<file path="src/rtl/mskaes_32bits_key_sched_ctrl_if.sv">
`default_nettype none
// ============================================================================
// Module   : mskaes_32bits_key_sched_ctrl_if
// Brief    : Handshake and control bundle of the masked AES key-schedule FSM.
// Revision : 1.0
// ============================================================================
interface mskaes_32bits_key_sched_ctrl_if;
   logic       start;
   logic       busy;
   logic       done;
   logic       ak_valid;
   logic       ak_ready;
   logic [1:0] ak_col;
   logic       ak_last;
   logic [3:0] rnd;
   logic       sb_grant;
   logic       sb_valid;
   logic       key_init;
   logic       key_enable;
   logic       key_loop;
   logic       key_add_from_sb;
   logic       key_rcon_rst;
   logic       key_rcon_update;

   modport slave (
      input  start, ak_ready, sb_grant,
      output busy, done, ak_valid, ak_col, ak_last, rnd, sb_valid,
             key_init, key_enable, key_loop, key_add_from_sb,
             key_rcon_rst, key_rcon_update
   );

   modport master (
      output start, ak_ready, sb_grant,
      input  busy, done, ak_valid, ak_col, ak_last, rnd, sb_valid,
             key_init, key_enable, key_loop, key_add_from_sb,
             key_rcon_rst, key_rcon_update
   );
endinterface
`default_nettype wire

</file>
<file path="src/rtl/mskaes_32bits_key_sched_ctrl.sv">
`default_nettype none
// ============================================================================
// Module   : mskaes_32bits_key_sched_ctrl
// Brief    : Control FSM of the 32-bit column-serial masked AES-128 key schedule.
// Revision : 1.0
// ============================================================================
module mskaes_32bits_key_sched_ctrl #(
   parameter int SBOX_LAT = 4,
   parameter int NROUNDS  = 10
) (
   input  logic clk,
   input  logic rst,
   mskaes_32bits_key_sched_ctrl_if.slave ks
);
   localparam int              c_WAIT_W    = (SBOX_LAT > 2) ? $clog2(SBOX_LAT) : 1;
   localparam logic [c_WAIT_W-1:0] c_WAIT_LAST = c_WAIT_W'((SBOX_LAT > 1) ? SBOX_LAT - 2 : 0);
   localparam logic [3:0]      c_LAST_RND  = 4'(NROUNDS);

   typedef enum logic [2:0] {
      S_IDLE    = 3'd0,
      S_LOAD    = 3'd1,
      S_AK      = 3'd2,
      S_SB_FEED = 3'd3,
      S_SB_WAIT = 3'd4,
      S_UPD     = 3'd5,
      S_DONE    = 3'd6
   } state_t;

   state_t              r_state;
   logic [1:0]          r_beat;
   logic [c_WAIT_W-1:0] r_wait;
   logic [3:0]          r_rnd;

   // r_beat counts AK columns and UPD beats; it wraps to 0 at the end of each.
   always_ff @(posedge clk) begin
      if (rst) begin
         r_state <= S_IDLE;
         r_beat  <= 2'd0;
         r_wait  <= '0;
         r_rnd   <= 4'd0;
      end else begin
         case (r_state)
            S_IDLE: begin
               if (ks.start) r_state <= S_LOAD;
            end
            S_LOAD: begin
               r_rnd   <= 4'd0;
               r_beat  <= 2'd0;
               r_state <= S_AK;
            end
            S_AK: begin
               if (ks.ak_ready) begin
                  r_beat <= r_beat + 2'd1;
                  if (r_beat == 2'd3)
                     r_state <= (r_rnd == c_LAST_RND) ? S_DONE : S_SB_FEED;
               end
            end
            S_SB_FEED: begin
               if (ks.sb_grant) begin
                  r_wait  <= '0;
                  r_state <= (SBOX_LAT > 1) ? S_SB_WAIT : S_UPD;
               end
            end
            S_SB_WAIT: begin
               r_wait <= r_wait + 1'b1;
               if (r_wait == c_WAIT_LAST) r_state <= S_UPD;
            end
            S_UPD: begin
               r_beat <= r_beat + 2'd1;
               if (r_beat == 2'd3) begin
                  r_rnd   <= r_rnd + 4'd1;
                  r_state <= S_AK;
               end
            end
            S_DONE: begin
               r_rnd   <= 4'd0;
               r_beat  <= 2'd0;
               r_state <= S_IDLE;
            end
            default: r_state <= S_IDLE;
         endcase
      end
   end

   // Moore decodes; only key_enable (AK) and sb_valid look at live inputs.
   always_comb begin
      ks.busy            = (r_state != S_IDLE);
      ks.done            = (r_state == S_DONE);
      ks.ak_valid        = (r_state == S_AK);
      ks.ak_col          = (r_state == S_AK) ? r_beat : 2'd0;
      ks.ak_last         = (r_state == S_AK) && (r_beat == 2'd3) && (r_rnd == c_LAST_RND);
      ks.rnd             = r_rnd;
      ks.sb_valid        = (r_state == S_SB_FEED) && ks.sb_grant;
      ks.key_init        = (r_state == S_LOAD);
      ks.key_rcon_rst    = (r_state == S_LOAD);
      ks.key_loop        = (r_state == S_AK);
      ks.key_add_from_sb = (r_state == S_UPD) && (r_beat == 2'd0);
      ks.key_rcon_update = (r_state == S_UPD) && (r_beat == 2'd0);
      ks.key_enable      = !rst && ((r_state == S_LOAD) || (r_state == S_UPD) ||
                                    ((r_state == S_AK) && ks.ak_ready));
   end
endmodule
`default_nettype wire

</file>
<file path="src/flat_wrapper.sv">
// flat-port wrapper written by rule: the top's interface ports become plain ports
module mskaes_32bits_key_sched_ctrl_flat 
#(
   parameter int SBOX_LAT = 4,
   parameter int NROUNDS  = 10
)
  (clk, rst, ks_start, ks_ak_ready, ks_sb_grant, ks_busy, ks_done, ks_ak_valid, ks_ak_col, ks_ak_last, ks_rnd, ks_sb_valid, ks_key_init, ks_key_enable, ks_key_loop, ks_key_add_from_sb, ks_key_rcon_rst, ks_key_rcon_update);
  mskaes_32bits_key_sched_ctrl_if ks_i ();
  input  logic clk;
  input  logic rst;
  input wire logic [$bits(ks_i.start)-1:0] ks_start;
  input wire logic [$bits(ks_i.ak_ready)-1:0] ks_ak_ready;
  input wire logic [$bits(ks_i.sb_grant)-1:0] ks_sb_grant;
  output wire logic [$bits(ks_i.busy)-1:0] ks_busy;
  output wire logic [$bits(ks_i.done)-1:0] ks_done;
  output wire logic [$bits(ks_i.ak_valid)-1:0] ks_ak_valid;
  output wire logic [$bits(ks_i.ak_col)-1:0] ks_ak_col;
  output wire logic [$bits(ks_i.ak_last)-1:0] ks_ak_last;
  output wire logic [$bits(ks_i.rnd)-1:0] ks_rnd;
  output wire logic [$bits(ks_i.sb_valid)-1:0] ks_sb_valid;
  output wire logic [$bits(ks_i.key_init)-1:0] ks_key_init;
  output wire logic [$bits(ks_i.key_enable)-1:0] ks_key_enable;
  output wire logic [$bits(ks_i.key_loop)-1:0] ks_key_loop;
  output wire logic [$bits(ks_i.key_add_from_sb)-1:0] ks_key_add_from_sb;
  output wire logic [$bits(ks_i.key_rcon_rst)-1:0] ks_key_rcon_rst;
  output wire logic [$bits(ks_i.key_rcon_update)-1:0] ks_key_rcon_update;
  assign ks_i.start = ks_start;
  assign ks_i.ak_ready = ks_ak_ready;
  assign ks_i.sb_grant = ks_sb_grant;
  assign ks_busy = ks_i.busy;
  assign ks_done = ks_i.done;
  assign ks_ak_valid = ks_i.ak_valid;
  assign ks_ak_col = ks_i.ak_col;
  assign ks_ak_last = ks_i.ak_last;
  assign ks_rnd = ks_i.rnd;
  assign ks_sb_valid = ks_i.sb_valid;
  assign ks_key_init = ks_i.key_init;
  assign ks_key_enable = ks_i.key_enable;
  assign ks_key_loop = ks_i.key_loop;
  assign ks_key_add_from_sb = ks_i.key_add_from_sb;
  assign ks_key_rcon_rst = ks_i.key_rcon_rst;
  assign ks_key_rcon_update = ks_i.key_rcon_update;
  mskaes_32bits_key_sched_ctrl #(.SBOX_LAT(SBOX_LAT), .NROUNDS(NROUNDS)) u_core (.clk(clk), .rst(rst), .ks(ks_i));
endmodule
</file>
<file path="config.mk">
export PLATFORM = sky130hd
export DESIGN_NAME = mskaes_32bits_key_sched_ctrl_flat
export DESIGN_NICKNAME = d
export VERILOG_FILES = /design/src/rtl/mskaes_32bits_key_sched_ctrl_if.sv /design/src/rtl/mskaes_32bits_key_sched_ctrl.sv /design/src/flat_wrapper.sv
export SDC_FILE = /design/constraint.sdc
export NUM_CORES = 1
export LEC_CHECK = 0
export CORE_MARGIN = 2
export CORE_UTILIZATION = 47
export DETAILED_ROUTE_END_ITERATION = 6
export HOLD_SLACK_MARGIN = 0.1
export PLACE_DENSITY_LB_ADDON = 0.2
export REMOVE_ABC_BUFFERS = 1
export SLEW_MARGIN = 10
export SYNTH_ARGS = -nofsm -noshare
export SYNTH_HDL_FRONTEND = slang
export SYNTH_SLANG_ARGS = --single-unit
</file>
<file path="constraint.sdc">
create_clock -name clk -period 1.81 [get_ports clk]
set_clock_uncertainty 0.05 [all_clocks]
set_input_delay 0.543 -clock clk [delete_from_list [all_inputs] [get_ports clk]]
set_output_delay 0.543 -clock clk [all_outputs]
set_load 0.005 [all_outputs]
</file>
# ---- After elaboration in Yosys (flattened, before gate mapping)
# Index checks and enable logic that the tools add are counted.
dict set report totals {
  in_bits 5
  word_cells 57
  regBits 11
  output_inout_bits 17
}
dict set report classes {
  eq_ne 15
  reduce_logical 20
  mux 15
  addsub 3
}
# cell count
set op_table {}
lappend op_table {{two-way mux 3 bit} 7}
lappend op_table {{one-hot mux 3 bit (6 select lines)} 1}
lappend op_table {{== test 3 bit, second input constant} 3}
lappend op_table {{one-hot mux 4 bit (2 select lines)} 1}
lappend op_table {{== test 3 x 2 -> 1 bit, second input constant} 2}
lappend op_table {{logical AND 1 bit} 6}
lappend op_table {{two-way mux 2 bit} 3}
lappend op_table {{inequality test 2 x 1 -> 1 bit, second input constant} 3}
lappend op_table {{inequality test 2 bit, second input constant} 3}
lappend op_table {{one-hot mux 2 bit (3 select lines)} 1}
lappend op_table {{AND reduction 2 bit} 3}
lappend op_table {{AND reduction 6 bit} 1}
lappend op_table {{nonzero test 3 bit} 2}
lappend op_table {{adder 2 x 1 -> 2 bit, second input constant} 2}
lappend op_table {{adder 4 x 1 -> 4 bit, second input constant} 1}
lappend op_table {{== test 2 bit, second input constant} 2}
lappend op_table {{== test 4 bit, second input constant} 1}
lappend op_table {{two-way mux 4 bit} 1}
lappend op_table {{one-hot mux 2 bit (2 select lines)} 1}
lappend op_table {{nonzero test 2 bit} 2}
lappend op_table {{== test 3 x 1 -> 1 bit, second input constant} 1}
lappend op_table {{logical NOT 3 bit} 1}
lappend op_table {{logical NOT 2 bit} 1}
lappend op_table {{logical OR 1 bit} 2}
lappend op_table {{2 further kinds} 2}

# ---- Depth between registers and ports, before layout
# Gate-level depths: netlist of run 1.
dict set report logic_depth {
  depth_word 5
  depth_mapped 6
  mapped_depth_nobuf 6
}

# ---- Worst setup path after synthesis of run 1
# Ideal clock, no wire load.
dict set report synth_path {
  path_kind {reg-to-output}
  start {register u_core.r_state[1]}
  end {output port ks_key_enable}
  t_required_ps 1217
  path_buffers 2
  path_stages_with_launch 7
  arrival_time_ps 1053
  path_slack_ps 164
  cell_sequence {dfxtp_1 > buf_6 > and2b_1 > and2_0 > buf_2 > a21oi_1 > nor2_1}
}
dict set report synth_between {
  elab_chain_len 4
  word_cells_on_any_way 7
  cone_classes {eq/ne: 3; reduce/logical: 4}
}
# item line_no
set synth_rtl {}
lappend synth_rtl {{start: declaration} mskaes_32bits_key_sched_ctrl.sv:29} ;# state_t r_state;
lappend synth_rtl {{start signal: assignment} mskaes_32bits_key_sched_ctrl.sv:55} ;# r_state <= (r_rnd == c_LAST_RND) ? S_DONE : S_SB_FEED;
lappend synth_rtl {{start signal: assignment} mskaes_32bits_key_sched_ctrl.sv:61} ;# r_state <= (SBOX_LAT > 1) ? S_SB_WAIT : S_UPD;
lappend synth_rtl {{== test 3 x 2 -> 1 bit} --}
lappend synth_rtl {{net ks_ak_valid} flat_wrapper.sv:16} ;# output wire logic [$bits(ks_i.ak_valid)-1:0] ks_ak_valid;
lappend synth_rtl {{logical AND 1 bit} mskaes_32bits_key_sched_ctrl.sv:100} ;# ((r_state == S_AK) && ks.ak_ready));
lappend synth_rtl {{logical OR 1 bit} mskaes_32bits_key_sched_ctrl.sv:99} ;# ks.key_enable = !rst && ((r_state == S_LOAD) || (r_state == S_UPD) ||
lappend synth_rtl {{logical AND 1 bit} mskaes_32bits_key_sched_ctrl.sv:99}
lappend synth_rtl {{end: declaration} flat_wrapper.sv:22} ;# output wire logic [$bits(ks_i.key_enable)-1:0] ks_key_enable;
# The timed path passes the listed nets, and every way through them passes these cells.

# ---- Worst setup path after layout of run 1
dict set report layout_path {
  start {register u_core.r_state[2]}
  end {output port ks_ak_last}
}
dict set report layout_between {
  elab_chain_len 3
}
# item line_no
set layout_rtl {}
lappend layout_rtl {{== test 3 x 2 -> 1 bit} mskaes_32bits_key_sched_ctrl.sv:91} ;# ks.ak_last = (r_state == S_AK) && (r_beat == 2'd3) && (r_rnd == c_LAST_RND);
lappend layout_rtl {{logical AND 1 bit (2 in a row)} mskaes_32bits_key_sched_ctrl.sv:91}
lappend layout_rtl {{end: declaration} flat_wrapper.sv:18} ;# output wire logic [$bits(ks_i.ak_last)-1:0] ks_ak_last;
# No other way between the ends.

==> results.md, run 1 <==
| Metric | Value | Unit |
| --- | --- | --- |
| Post-Place Cell Area | 0.00117 | mm² |
| CTS buffer count | 3 | - |
| Critical setup path kind | flop to primary output | - |
| Setup slack of the critical path after layout | -0.0761 | ns |
| Utilization after layout | 77.4 | % |
| Achievable Freq | 0.530 | GHz |
| Syn. warnings | 0 | - |
| Drt total wl | 2.31 | mm |
| Global routing's busiest layer | met2 | - |
| Share of cell area taken by muxes after synthesis | 0 | % |
| Number of placement rows | 15 | - |
| Finished Cell Area | 0.00132 | mm² |
| Number of pins with negative max-slew slack in the final report | 0 | - |
| Routed length per instance | 13.3 | µm |
| Max FO, Critical Path | 4 | - |
| Share of the clock period used by the worst path | 104 | % |
| Sw Ratio | 39.5 | % |
| Share of final-layout standard cells stronger than drive strength 1 | 48.6 | % |
| Synthesized-area fraction occupied by adder cells | 7.42 | % |
| Number of maximum-capacitance constraint violations | 0 | - |
| Wire length of the first global-routing pass | 3.51 | mm |
| Crit-path slowest cell | sky130_fd_sc_hd__dfxtp_2 | - |
| PD cells | 1150 | mW/mm² |
| Root buffer cell | sky130_fd_sc_hd__clkbuf_4 | - |
| Critical path, cell by cell | and2b_2, and2_4, and3_4, buf_6 | - |
| GRT Overall Usage | 23.1 | % |
| Part of the Yosys area used for sequential elements | 26.1 | % |
| Number of enable flip-flop cells after synthesis | 0 | - |
| Pre-CTS worst setup slack | -0.454 | ns |
| Tmin final | 1.89 | ns |
| Data required, critical path | 1.22 | ns |
| Relative slew margins | 72.3 | % |
| Mean post-synth cell area | 8.11 | µm² |
| Type of destination of the critical path | primary output | - |
| Share of total power in sequential cells | 21.6 | % |
| Cells after Synth | 104 | - |
| Chip Width | 46.4 | µm |
| Area fraction in and, or, nand and nor cells after synthesis | 29.5 | % |
| Flip-flop cell with the highest count after synthesis | sky130_fd_sc_hd__dfxtp_1 | - |
| Setup slack of the most critical reg-to-reg path | 0.12 | ns |
| Post-synthesis sequential element count | 11 | - |
| Overall overflow remaining after global route | 0 | - |
| Outcome | finished, violations left | - |
| Async set-reset flop share out of synthesis | 0 | % |
| Number of distinct library cells after synthesis | 36 | - |
| Setup repair after global routing missed its margin | true | - |
| Final hold viol count | 0 | - |
| Worst path top cell family by delay | simple AND/OR/NAND/NOR gates | - |
| H-Tree Level Count | 1 | - |
| Worst Path Buf+Inv | 1 | - |
| Aggregate negative setup slack | -0.364 | ns |
| Internal Power | 0.921 | mW |
| Routed Antenna Nets | 0 | - |
| Signed area change from the synthesized netlist to the final layout | 56.7 | % |
| Failing checks | setup timing | - |
| CP peak stage delay | 0.35 | ns |
| Filler-free cell count of the finished design | 173 | - |
| Net switching component of the power | 0.602 | mW |
| Worst VDD drop | 0.786 | mV |
| Clock power frac | 11.8 | % |
| Hpwl dp | 1.46 | mm |
| First-pass iteration count of the detailed router | 4 | - |
| Leakage power | 0.622 | nW |
| Post-synthesis instance area | 843 | µm² |
| Final #Nets | 159 | - |
| Fin Hold WS | 0.497 | ns |
| # IOs | 22 | - |
| Die outline height | 46.4 | µm |
| Antenna violations before repair | 0 | - |
| Type of element launching the critical path | flop | - |
| Combinational family with the most area after synthesis | simple AND/OR/NAND/NOR gates | - |
| Vias in the first global route | 834 | - |
| Vias per std cell | 5.32 | - |
| Core area | 0.00171 | mm² |
| Fraction of the mapped netlist area in compound gates | 24.8 | % |
| GR met3 Demand/Resource | 5.10 | % |
| Placer congestion estimate | 0.810 | - |
| Clk sink count | 11 | - |
| Drc violations | 0 | - |
| Hold_buf cts | 0 | - |
| Count of endpoints failing setup in the final report | 9 | - |
| Worst Max-Slew Pin Slew | 0.412 | ns |
| Clock buffer depth | 2 | - |
| Type of the tightest min-delay check | flop to flop | - |
| Xor and xnor area share after synthesis | 0 | % |
| Worst-path clk slew | 0.07 | ns |
| Initial core utilization | 49.4 | % |
| Clock insertion delay at the later pin of the skew report | 0.28 | ns |
| Combinational share of power | 66.6 | % |
| Initial DRC count | 18 | - |
| Pin count of the biggest net entering global routing | 21 | - |
| Worst Path Arrival | 1.29 | ns |
| Port bufs | 21 | - |
| Cell Count Post-Placement | 161 | - |
| Number of diodes | 0 | - |
| Met1 capacity usage during global routing | 30.0 | % |
| Met2 usage in global routing | 35.6 | % |
| TritonCTS clock tree | yes | - |
| Pwr Total | 1.52 | mW |
| DR vias | 920 | - |
| Die area | 0.00215 | mm² |
-- cell usage in the layout (no fill, tap or decap), types with 2 or more instances in the layout --
cell,netlist,layout
sky130_fd_sc_hd__o21ai_0,8,8
sky130_fd_sc_hd__or3_1,4,4
sky130_fd_sc_hd__nand3_1,5,5
sky130_fd_sc_hd__buf_4,4,24
sky130_fd_sc_hd__nor3_1,2,2
sky130_fd_sc_hd__a211oi_1,3,3
sky130_fd_sc_hd__a21oi_2,2,3
sky130_fd_sc_hd__clkdlybuf4s50_1,0,2
sky130_fd_sc_hd__nor2_1,10,9
sky130_fd_sc_hd__buf_6,3,11
sky130_fd_sc_hd__dlygate4sd2_1,0,4
sky130_fd_sc_hd__clkbuf_4,0,3
sky130_fd_sc_hd__dfxtp_1,11,4
sky130_fd_sc_hd__ha_1,5,4
sky130_fd_sc_hd__dfxtp_2,0,6
sky130_fd_sc_hd__nand2_1,3,3
sky130_fd_sc_hd__buf_2,1,6
sky130_fd_sc_hd__and2b_2,1,2
sky130_fd_sc_hd__inv_1,6,6
sky130_fd_sc_hd__a21oi_1,9,8
sky130_fd_sc_hd__and3_4,0,5
sky130_fd_sc_hd__dlymetal6s2s_1,0,2
-- worst reg2reg max path: stages (launching register included) --
cell and delay, ns:
sky130_fd_sc_hd__dfxtp_2 0.35, sky130_fd_sc_hd__and2b_2 0.24, sky130_fd_sc_hd__and2_4 0.16, sky130_fd_sc_hd__buf_6 0.11, sky130_fd_sc_hd__buf_4 0.12, sky130_fd_sc_hd__buf_4 0.12, sky130_fd_sc_hd__a221oi_1 0.32, sky130_fd_sc_hd__a211oi_1 0.10
-- power groups by stage --
stage	combinational (mW)	clock, mW	sequential, mW
2_1_floorplan	0.377	0	0.374
3_3_place_gp	0.842	0	0.313
3_5_place_dp	0.855	0	0.316
4_1_cts	0.948	0.185	0.318
5_1_grt	1.10	0.193	0.333
6_report	1.01	0.180	0.328
-- logic make-up after synthesis --
kind of cell    count (synthesis)
fa+ha+maj                       5
flops                          11
simple gates                   41
compound gates                 30
buf+inv                        17
-- metal layers --
metal | up-vias | part of all wire (%)
li1 | 458 | -
met1 | 430 | 45
met2 | 26 | 48
met3 | 6 | 4.3
met4 | 0 | 2.3
met5 | - | 0
-- what timing repair did --
action,in CTS,in global routing
endpoints found under the setup margin,16,13
resized for setup,80,12
gates cloned,0,1
setup buffers,6,1
pin swaps,9,3
-- cell type report --
type                    instances  area [µm²]
fillers                       109         387
well taps                      25        31.3
inverters                       6        22.5
repair buffers                 51         439
multi-input cells              76         571
clock buffers                   4        26.3
flip-flops and latches         11         231
-- cell usage after synthesis, drive strengths merged (2+ instances only) --
master | count | area [µm²]
nand2 | 3 | 11.3
clkbuf | 3 | 11.3
o21ai | 8 | 40.0
inv | 6 | 22.5
a211oi | 3 | 22.5
buf | 8 | 68.8
nor3 | 3 | 20.0
and2b | 2 | 16.3
or3 | 4 | 25.0
and3 | 5 | 31.3
nand2b | 2 | 12.5
nand3 | 5 | 25.0
and3b | 2 | 18.8
dfxtp | 11 | 220
nor2 | 10 | 37.5
a21oi | 11 | 62.6
ha | 5 | 62.6
-- state kept, by name, indices dropped and copies added (netlist names) --
signal	flops
u_core.ks.rnd	4
u_core.r_beat	2
u_core.r_state	3
u_core.r_wait	2
-- final timing paths --
| path | from | endpoint | cells after the start |
|---|---|---|---|
| worst max-delay path | u_core.r_state[2] | ks_ak_last | 4 |
| worst min-delay path | u_core.r_wait[1] | u_core.r_wait[1] | 2 |
| worst max register to register | u_core.r_state[2] | u_core.r_beat[0] | 7 |
| worst min register to register | u_core.r_wait[1] | u_core.r_wait[1] | 2 |
No activity file was read; power rests on OpenSTA's default activity.
==> inputs of run 2 (changes only) <==
SETUP_SLACK_MARGIN = 0.4   (was default)
==> results.md, run 2 (synthesized netlist as in run 1, its figures left out) <==
| Metric | Value | Unit |
| --- | --- | --- |
| Outcome | finished, violations left | - |
| Clk sink count | 11 | - |
| CTS buffer count | 3 | - |
| TritonCTS clock tree | yes | - |
| Pre-CTS worst setup slack | -0.454 | ns |
| Most used cells in the layout excluding fill and tap cells | sky130_fd_sc_hd__buf_6 (27), sky130_fd_sc_hd__buf_4 (19), sky130_fd_sc_hd__dfxtp_2 (9) | - |
| Wire length of the first global-routing pass | 4.13 | mm |
| Root buffer cell | sky130_fd_sc_hd__clkbuf_4 | - |
| Number of pins with negative max-slew slack in the final report | 0 | - |
| Core area | 0.00171 | mm² |
| Vias per std cell | 6.13 | - |
| Hold_buf cts | 0 | - |
| DR vias | 1103 | - |
| Signed area change from the synthesized netlist to the final layout | 77.3 | % |
| Chip Width | 46.4 | µm |
| Share of final-layout standard cells stronger than drive strength 1 | 61.9 | % |
| Number of cells on the worst reg-to-reg path | 7 | - |
| Drc violations | 0 | - |
| Critical path, cell by cell | and2b_1, and2_4, and3_1, buf_2 | - |
| Routed Antenna Nets | 0 | - |
| Worst Path Arrival | 1.36 | ns |
| Max FFs per register | 4 | - |
| Antenna violations before repair | 0 | - |
| Global routing's busiest layer | met2 | - |
| Relative slew margins | 73.4 | % |
| Type of element launching the critical path | flop | - |
| Met1 capacity usage during global routing | 33.8 | % |
| Die area | 0.00215 | mm² |
| Hpwl dp | 1.46 | mm |
| Final hold viol count | 0 | - |
| Initial core utilization | 49.4 | % |
| Worst-path clk slew | 0.08 | ns |
| Critical setup path kind | flop to primary output | - |
| Setup slack of the critical path after layout | -0.139 | ns |
| Pin count of the biggest net entering global routing | 21 | - |
| Worst Max-Slew Pin Slew | 0.398 | ns |
| Achievable Freq | 0.513 | GHz |
| Clock buffer depth | 2 | - |
| Worst VDD drop | 0.993 | mV |
| Leading cell type in the layout, fill and taps excluded | sky130_fd_sc_hd__buf_6 | - |
| Met2 usage in global routing | 44.7 | % |
| Leakage power | 0.653 | nW |
| Routed length per instance | 20.0 | µm |
| Max FO, Critical Path | 4 | - |
| Final #Nets | 166 | - |
| Crit-path slowest cell | sky130_fd_sc_hd__dfxtp_2 | - |
| Die outline height | 46.4 | µm |
| GR met3 Demand/Resource | 3.92 | % |
| # IOs | 22 | - |
| PD cells | 1300 | mW/mm² |
| Fillers | 72 | - |
| Vias in the first global route | 915 | - |
| Number of maximum-capacitance constraint violations | 0 | - |
| Data required, critical path | 1.22 | ns |
| Failing checks | setup timing | - |
| Initial DRC count | 38 | - |
| Type of the tightest min-delay check | flop to flop | - |
| Type of destination of the critical path | primary output | - |
| Clock insertion delay at the later pin of the skew report | 0.28 | ns |
| Count of endpoints failing setup in the final report | 9 | - |
| First-pass iteration count of the detailed router | 4 | - |
| CP peak stage delay | 0.34 | ns |
| Number of cells traversed by the worst hold path | 2 | - |
| H-Tree Level Count | 1 | - |
| Cell Count Post-Placement | 161 | - |
| Filler-free cell count of the finished design | 180 | - |
| Number of placement rows | 15 | - |
| GRT Overall Usage | 27.3 | % |
| Port bufs | 21 | - |
| Placer congestion estimate | 0.810 | - |
| Number of diodes | 0 | - |
| Drt total wl | 3.59 | mm |
| Share of the clock period used by the worst path | 108 | % |
| Tmin final | 1.95 | ns |
| Overall overflow remaining after global route | 0 | - |
| Setup repair after global routing missed its margin | true | - |
run 2: cell count changes in the layout (fill, tap and decap cells not counted), sizes merged:
cell	previous run	this run
clkdlybuf4s50	2	1
clkdlybuf4s15	0	1
clkbuf	5	4
dlymetal6s2s	2	0
dlygate4sd2	4	2
buf	42	54
run 2: cell type report:
cell class / instances / area [µm²] / area share, %
Multi-Input combinational cell: 76 / 644 / 43.1
Timing Repair Buffer: 58 / 539 / 36.1
Sequential cell: 11 / 231 / 15.5
Tap cell: 25 / 31.3 / 2.09
Clock buffer: 4 / 26.3 / 1.76
Inverter: 6 / 22.5 / 1.51
run 2: stage by stage:
step	power (mW)	cell area [µm²]	hold WS (ns)	TNS [ns]	util, %
after floorplan	0.751	763	0.425	-0.205	-
after global placement	1.15	1170	0.476	-2.49	68.5
after detailed placement	1.17	1170	0.493	-2.75	68.5
after CTS	1.55	1370	0.503	-0.232	79.9
after global routing	2.03	1500	0.542	-0.883	87.5
final	1.94	1500	0.506	-0.694	87.5
run 2: power by group:
group / internal (mW) / total, mW / switching, mW
Clock: 0.0857 / 0.189 / 0.103
Sequential: 0.290 / 0.337 / 0.0468
Combinational: 0.753 / 1.41 / 0.660
run 2: repair_timing:
item                       CTS  global route
pin swaps                   16             9
setup endpoints to repair   26            26
buffers inserted             7             8
resized for setup          121            19
run 2: critical path, delay by kind of cell, from the launching register on:
| family | cells | cell delay (ns) |
|---|---|---|
| flip-flops | 1 | 0.34 |
| buffers and inverters | 1 | 0.12 |
| AND/OR/NAND/NOR | 3 | 0.61 |
run 2: final timing paths:
| kind | endpoint | startpoint | slack, ns |
|---|---|---|---|
| worst max-delay path | ks_ak_last | u_core.r_state[2] | -0.14 |
| worst min-delay path | u_core.r_wait[1] | u_core.r_wait[1] | 0.51 |
| worst max register to register | u_core.r_state[0] | u_core.r_state[0] | 0.08 |
| worst min register to register | u_core.r_wait[1] | u_core.r_wait[1] | 0.51 |
run 2: layer usage:
layer | part of all wire, % | wire, µm | up-vias
met5 | 0 | 0 | -
met4 | 4.8 | 173 | 0
met3 | 7.2 | 257 | 18
met2 | 50 | 1810 | 75
met1 | 38 | 1350 | 536
li1 | - | - | 474
==> inputs of run 3 (changes only) <==
SKIP_LAST_GASP = 1   (was default)
==> results.md, run 3 (synthesized netlist as in run 1, its figures left out) <==
| Metric | Value | Unit |
| --- | --- | --- |
| Outcome | finished, violations left | - |
| Failing checks | setup timing | - |
| Number of diodes | 0 | - |
| Relative slew margins | 75.0 | % |
| Post-Place Cell Area | 0.00117 | mm² |
| Final #Nets | 169 | - |
| Worst VDD drop | 0.821 | mV |
| Launch instance of the worst register-to-register path | u_core.r_state[0] | - |
| Data required, critical path | 1.22 | ns |
| Pin count of the biggest net entering global routing | 21 | - |
| Pre-CTS worst setup slack | -0.454 | ns |
| Overall overflow remaining after global route | 0 | - |
| Routed length per instance | 17.9 | µm |
| Drt total wl | 3.28 | mm |
| Share of the clock period used by the worst path | 107 | % |
| Hold Path Origin | u_core.r_wait[1] | - |
| H-Tree Level Count | 1 | - |
| Wire length of the first global-routing pass | 4.08 | mm |
| DR vias | 1042 | - |
| Number of placement rows | 15 | - |
| Initial DRC count | 54 | - |
| Clock buffer depth | 2 | - |
| Die area | 0.00215 | mm² |
| Chip Width | 46.4 | µm |
| CP peak stage delay | 0.34 | ns |
| Worst-path clk slew | 0.08 | ns |
| Count of endpoints failing setup in the final report | 9 | - |
| TritonCTS clock tree | yes | - |
| Die outline height | 46.4 | µm |
| Clk sink count | 11 | - |
| Reg-to-reg endpoint | u_core.r_state[2] | - |
| Most used cells in the layout excluding fill and tap cells | sky130_fd_sc_hd__buf_6 (26), sky130_fd_sc_hd__buf_4 (23), sky130_fd_sc_hd__nor2_1 (9), sky130_fd_sc_hd__dfxtp_2 (9), sky130_fd_sc_hd__buf_2 (7) | - |
| Hold Path Sink | u_core.r_wait[1] | - |
| Hpwl dp | 1.46 | mm |
| Vias per std cell | 5.69 | - |
| Number of pins with negative max-slew slack in the final report | 0 | - |
| Worst Max-Slew Pin Slew | 0.370 | ns |
| Clock insertion delay at the later pin of the skew report | 0.29 | ns |
| Core area | 0.00171 | mm² |
| Setup slack of the most critical reg-to-reg path | 0.13 | ns |
| Max FO, Critical Path | 4 | - |
| Port bufs | 21 | - |
| Cell Count Post-Placement | 161 | - |
| Setup slack of the critical path after layout | -0.133 | ns |
| Initial core utilization | 49.4 | % |
| Tmin final | 1.94 | ns |
| GRT Overall Usage | 26.9 | % |
| Root buffer cell | sky130_fd_sc_hd__clkbuf_4 | - |
| Placer congestion estimate | 0.810 | - |
| Hold_buf cts | 0 | - |
| Antenna violations before repair | 0 | - |
| Leakage power | 0.667 | nW |
| Vias in the first global route | 904 | - |
| Number of cells traversed by the worst hold path | 2 | - |
| Routed Antenna Nets | 0 | - |
| Final hold viol count | 0 | - |
| CTS buffer count | 3 | - |
| Type of destination of the critical path | primary output | - |
| Crit-path slowest cell | sky130_fd_sc_hd__dfxtp_2 | - |
| Worst Path Arrival | 1.35 | ns |
| Setup repair after global routing missed its margin | true | - |
| Drc violations | 0 | - |
| Filler-free cell count of the finished design | 183 | - |
| Number of maximum-capacitance constraint violations | 0 | - |
| Signed area change from the synthesized netlist to the final layout | 76.1 | % |
| First-pass iteration count of the detailed router | 4 | - |
| Number of cells on the worst reg-to-reg path | 7 | - |
| Type of element launching the critical path | flop | - |
| PD cells | 1260 | mW/mm² |
| Critical setup path kind | flop to primary output | - |
| Share of final-layout standard cells stronger than drive strength 1 | 59.5 | % |
| Max FFs per register | 4 | - |
| Leading cell type in the layout, fill and taps excluded | sky130_fd_sc_hd__buf_6 | - |
| Type of the tightest min-delay check | flop to flop | - |
| Achievable Freq | 0.515 | GHz |
| Finished Cell Area | 0.00149 | mm² |
| Critical path, cell by cell | and2b_1, and2_4, a21oi_2, nor2_1, buf_2 | - |
| # IOs | 22 | - |
## run 3: where the power goes
part,switching (mW),internal [mW],total (mW)
Clock,0.102,0.0859,0.188
Sequential,0.0388,0.290,0.329
Combinational,0.618,0.731,1.35
## run 3: per-stage QoR
| stage | setup TNS [ns] | power [mW] | hold slack [ns] | utilization (%) |
|---|---|---|---|---|
| after global placement | -2.49 | 1.15 | 0.476 | 68.5 |
| after floorplan | -0.205 | 0.751 | 0.425 | - |
| after CTS | -0.232 | 1.55 | 0.503 | 79.6 |
| after global routing | -0.897 | 1.96 | 0.537 | 87.0 |
| after detailed placement | -2.75 | 1.17 | 0.493 | 68.5 |
| final | -0.589 | 1.87 | 0.500 | 87.0 |
## run 3: cell type report
cell class	instances	area, µm²
clock buffer	4	26.3
inverter	6	22.5
tap	25	31.3
multi-input combinational	76	617
fill	79	223
sequential	11	231
timing repair buffer	61	557
## run 3: worst max-delay path by stage
stage,cells past startpoint,from,end
2_1_floorplan,4,u_core.r_state[2],ks_key_enable
3_3_place_gp,4,ks_ak_ready,ks_key_enable
3_5_place_dp,4,ks_ak_ready,ks_key_enable
4_1_cts,3,u_core.r_state[2],ks_busy
5_1_grt,5,u_core.r_state[2],ks_key_enable
6_report,5,u_core.r_state[2],ks_key_enable
## run 3: critical path: cells and delay by family (launching register included)
family                 cells  cell delay [ns]
buffers and inverters      1             0.13
flip-flops                 1             0.34
AND/OR/NAND/NOR            3             0.54
AO/OA/AOI/OAI              1             0.06
## run 3: routing by layer
layer	GRT usage [%]	share of wire (%)	vias to the layer above	routed length, µm
met5	0	0	-	0
met4	10.9	2.8	0	93
li1	-	-	478	-
met2	45.0	49	49	1620
met1	35.0	42	504	1370
met3	2.35	5.9	11	193
## run 3: timing repair
item / in CTS / in global routing
resized for setup: 120 / 12
setup endpoints to repair: 26 / 26
buffers inserted: 7 / 11
pin swaps: 16 / 10
cloned: 0 / 0
